**src/rtl/booth_radix4_sequencer.sv**
```systemverilog
// Sequential radix-4 Booth multiplier controller: drives the external partial-product
// selects one digit per cycle and accumulates the sign-corrected result into Product.
module booth_radix4_sequencer #(
  parameter int Data_Width = 4
) (
  input  logic                    Clk,
  input  logic                    Rst,
  input  logic                    Start,
  input  logic [Data_Width-1:0]   Multiplicant,
  input  logic [Data_Width-1:0]   Multiplier,
  output logic [Data_Width-1:0]   Mcand_Out,
  output logic                    Shift,
  output logic                    Negation,
  output logic                    Zero,
  input  logic [Data_Width:0]     PP_In,
  output logic                    Busy,
  output logic                    Done,
  output logic [2*Data_Width-1:0] Product
);

  localparam int D  = Data_Width;
  localparam int N  = D / 2;
  localparam int CW = $clog2(N);
  localparam int QW = $clog2(D + 1);
  localparam int AW = 2 * D + 2;

  typedef enum logic [1:0] {
    IDLE,
    RUN,
    DONE
  } state_t;

  state_t        state, state_nxt;
  logic [D-1:0]  mplier;
  logic [CW-1:0] cnt;
  logic [AW-1:0] acc, acc_nxt, pp_ext;
  logic [D:0]    qext;
  logic [QW-1:0] base;
  logic [2:0]    trip;
  logic          last, accept, sgn;

  assign last   = (cnt == CW'(N - 1));
  assign accept = Start && (state != RUN);

  always_ff @(posedge Clk) begin
    if (Rst) state <= IDLE;
    else     state <= state_nxt;
  end

  always_comb begin
    state_nxt = state;
    case (state)
      IDLE:    if (Start) state_nxt = RUN;
      RUN:     if (last) state_nxt = DONE;
      DONE:    state_nxt = Start ? RUN : IDLE;
      default: state_nxt = IDLE;
    endcase
  end

  // Triplet {Q[2i+1], Q[2i], Q[2i-1]} with Q[-1] supplied by the appended zero.
  assign qext = {mplier, 1'b0};
  assign base = QW'(cnt) << 1;
  assign trip = qext[base +: 3];

  always_comb begin
    Busy     = 1'b0;
    Done     = 1'b0;
    Shift    = 1'b0;
    Negation = 1'b0;
    Zero     = 1'b1;
    case (state)
      RUN: begin
        Busy = 1'b1;
        case (trip)
          3'b001, 3'b010: Zero = 1'b0;
          3'b011: begin
            Zero  = 1'b0;
            Shift = 1'b1;
          end
          3'b100: begin
            Zero     = 1'b0;
            Shift    = 1'b1;
            Negation = 1'b1;
          end
          3'b101, 3'b110: begin
            Zero     = 1'b0;
            Negation = 1'b1;
          end
          default: Zero = 1'b1;
        endcase
      end
      DONE:    Done = 1'b1;
      default: ;
    endcase
  end

  // PP_In[D] is wrong for -2M with M at the negative limit, so the true sign is
  // derived from the selects and M instead.
  assign sgn     = ~Zero & (|Mcand_Out) & (Negation ^ Mcand_Out[D-1]);
  assign pp_ext  = {{(AW-D-2){sgn}}, sgn, PP_In};
  assign acc_nxt = acc + (pp_ext << {cnt, 1'b0});

  always_ff @(posedge Clk) begin
    if (Rst) begin
      Mcand_Out <= '0;
      mplier    <= '0;
      cnt       <= '0;
      acc       <= '0;
      Product   <= '0;
    end else if (accept) begin
      Mcand_Out <= Multiplicant;
      mplier    <= Multiplier;
      cnt       <= '0;
      acc       <= '0;
    end else if (state == RUN) begin
      acc <= acc_nxt;
      cnt <= cnt + 1'b1;
      if (last) Product <= acc_nxt[2*D-1:0];
    end
  end

endmodule

```
**config.mk**
```make
export PLATFORM = sky130hd
export DESIGN_NAME = booth_radix4_sequencer
export DESIGN_NICKNAME = d
export VERILOG_FILES = /design/src/rtl/booth_radix4_sequencer.sv
export SDC_FILE = /design/constraint.sdc
export NUM_CORES = 1
export LEC_CHECK = 0
export BUFFER_PORTS_ARGS = -buffer_cell sky130_fd_sc_hd__buf_2
export CAP_MARGIN = 20
export CORE_UTILIZATION = 57
export DETAILED_ROUTE_END_ITERATION = 10
export PLACE_DENSITY = 0.83
export SLEW_MARGIN = 20
export SYNTH_ARGS = -nofsm -noshare
export SYNTH_HDL_FRONTEND = slang
export SYNTH_SLANG_ARGS = --single-unit
```
**constraint.sdc**
```tcl
create_clock -name Clk -period 5.95 [get_ports Clk]
set_input_delay 1.19 -clock Clk [delete_from_list [all_inputs] [get_ports Clk]]
set_output_delay 1.19 -clock Clk [all_outputs]
set_load 0.05 [all_outputs]
```
==> flow_summary.yaml <==
sta:
  rsz0062_at_grt: "no"
  fmax_ghz: 0.301
  finalCritPeriodShare_pct: 55.9
  fin_ws_ns: 2.62
  tns_ns: 0
  min_period_ns: 3.33
  drv_slew: 0
  skew_ns: 0.00464
  max_slew_margin_pct: 47.8
  final_hold_viol_count: 0
  setup_violations: 0
  tightestPinTransition_ns: 0.783
clocking:
  cts_made_buffers: 3
  cts_tree: "done"
  cts_max_path_buffers: 2
  clk_latency_ns: 0.32
  cts-resized-gates: 0
  htreeDepth: 1
  ctsHoldBuffers: 0
  cts_setup_buffers: 0
  cts_sinks: 27
  cts_root_buf: "clkbuf_4"
  clk_pin_slew_ns: 0.15
finish:
  final_nets: 237
  antenna_cells: 0
  syn_to_final_growth_pct: 12.7
  fill_cells: 209
  design_area_um2: 1660
  drive_above_1_share_pct: 21.7
  post-route-util_pct: 67.8
floorplan:
  die_w_um: 52.9
  io_pins: 33
  fp.dieH_um: 52.9
  initial_utilization_pct: 60.1
  rows: 18
  core_area_um2: 2450
  dieArea_um2: 2800
worst_setup_path:
  criticalPathCategory: "reg2out"
  r2r-end: "acc[7]"
  critPathCaptureType: "primary output"
  cp_num_buf_inv: 2
  crit_fanout: 21
  reg2reg_depth: 11
  max_stage_delay_ns: 0.62
  crit_path_end: "Zero"
  rr_startpoint: "state[1]"
  cp-start-kind: "flop"
  crit_slowest_cell: "nand2b_1"
  cp.depth: 4
  crit_start: "state[1]"
  arrival_ns: 2.14
  required_ns: 4.76
  critical-path-top-delay-family: "simple AND/OR/NAND/NOR gates"
  path_cells: "nand2b_1, inv_2, o311ai_1, buf_2"
  ff2ff_setup_slack_ns: 2.64
logic_synthesis:
  synth_area_per_cell_um2: 7.94
  yosysMostFrequentCell: "nand2_1"
  syn_inst: 186
  netlist-cell-type-count: 40
  yosysTopAreaCell: "dfxtp_1"
  synth_seq_cells: 27
  synth_enable_flop_cells: 0
  syn_nets: 210
  yosysSeqAreaShare_pct: 36.6
  synth.cell_area_um2: 1480
  yosysTopAreaCellShare_pct: 36.6
  synth_warnings: 0
  synthTopCellsByCount: "nand2_1 (37), dfxtp_1 (27), a21oi_1 (24)"
  ys.flop_type: "dfxtp_1"
  synthArstFlopShare_pct: 0
  synth.area.top_cells: "dfxtp_1 (37%), nand2_1 (9.4%), a21oi_1 (8.1%)"
route:
  drt-wirelength-per-cell_um: 13.1
  ant_nets: 0
  viasPerCell: 5.68
  drc_errors: 0
  drt_pre_antenna_iters: 4
  wl_um: 3160
  num_vias: 1375
  drt_iter0_markers: 27
flow_run:
  max-cap-violations: 0
status:
  status: "finished clean"
pwr:
  switchingPower_uw: 121
  p_comb_share_pct: 24.2
  sw_frac_of_total_pct: 33.0
  share_clk_of_total_power_pct: 21.7
  power-per-cell-area_nw_per_um2: 220
  cellLeakagePower_uw: 0.000727
  peakVddDrop_v: 0.000206
  p_int_uw: 246
  p_seq_share_pct: 54.0
placement:
  io_buffers: 32
  dp_hpwl_um: 2410
  dpl_cell_area_um2: 1630
  gp_congestion: 0.791
  dp_slack_ns: 2.49
grt:
  globalRouteTotalUtil_pct: 24.0
  grt_max_degree: 22
  grt_pass1_wl_um: 5040
  gr-total-overflow: 0
  grt_pass1_vias: 1170
  antenna_found_initial: 0
min_path:
  hold_class: "reg2reg"
[logic make-up after synthesis]
family                   share of synthesized area, %
AND/OR/NAND/NOR                                  23.6
adder cells (fa/ha/maj)                          7.29
flip-flops                                       36.6
AO/OA/AOI/OAI                                    21.3
multiplexers                                     2.97
XOR/XNOR                                         3.98
buffers and inverters                            4.24
[worst min path at each step]
stage	startpoint	endpoint	slack (ns)	cells after the start
after CTS	Product[0]	Product[0]	0.47	2
final	Product[0]	Product[0]	0.46	2
after floorplan	acc[6]	acc[6]	0.44	2
after global placement	Product[0]	Product[0]	0.44	2
after detailed placement	Product[0]	Product[0]	0.45	2
after global routing	Mcand_Out[1]	Mcand_Out[1]	0.50	2
[sequential cells by signal, summed over array words and instances (netlist names)]
register   cells
cnt            1
acc            8
Mcand_Out      4
Product        8
mplier         4
state          2
[metal layers]
| metal | share of wire, % | routed length, um | GRT usage (%) | up-vias |
|---|---|---|---|---|
| met2 | 49 | 1530 | 40.3 | 34 |
| met3 | 3.3 | 103 | 2.01 | 6 |
| met4 | 1.2 | 37 | 6.14 | 0 |
| li1 | - | - | - | 697 |
| met5 | 0 | 0 | 0 | - |
| met1 | 47 | 1490 | 33.0 | 638 |
[final cells by class]
type | count | area (um^2) | area share (%)
multi-input combinational | 143 | 873 | 52.5
sequential | 27 | 541 | 32.5
timing repair buffer | 32 | 160 | 9.62
tap | 30 | 37.5 | 2.26
clock buffer | 3 | 22.5 | 1.35
inverter | 6 | 22.5 | 1.35
clock inverter | 1 | 7.51 | 0.451
[power groups by stage]
stage,Combinational [uW],Sequential [uW],Clock [uW]
floorplan,61.9,208,0
finish,88.8,198,79.7
global placement,85.2,201,0
global route,97.9,200,89.5
CTS,88.8,198,82.0
detailed placement,88.4,202,0
[per-stage QoR]
step / hold slack (ns) / power [uW] / cells
2_1_floorplan: 0.436 / 269 / 186
3_3_place_gp: 0.440 / 287 / 238
3_5_place_dp: 0.448 / 290 / 238
4_1_cts: 0.468 / 369 / 242
5_1_grt: 0.497 / 387 / 242
6_report: 0.462 / 367 / 242
[tightest hold or removal path, stage by stage, from the launching register on]
cell     delay (ns)
dfxtp_1        0.33
nand2_1        0.05
a21oi_1        0.05
[cells in the final DEF, fill, tap and decap left out, types with 4 or more instances in the layout]
cell type   n
nand2_1    37
buf_2      32
dfxtp_1    27
a21oi_1    24
nor2_1     14
nand3_1     9
ha_1        7
nor2b_1     6
inv_1       5
nand2b_1    4
No activity file was read; power rests on OpenSTA's default activity.
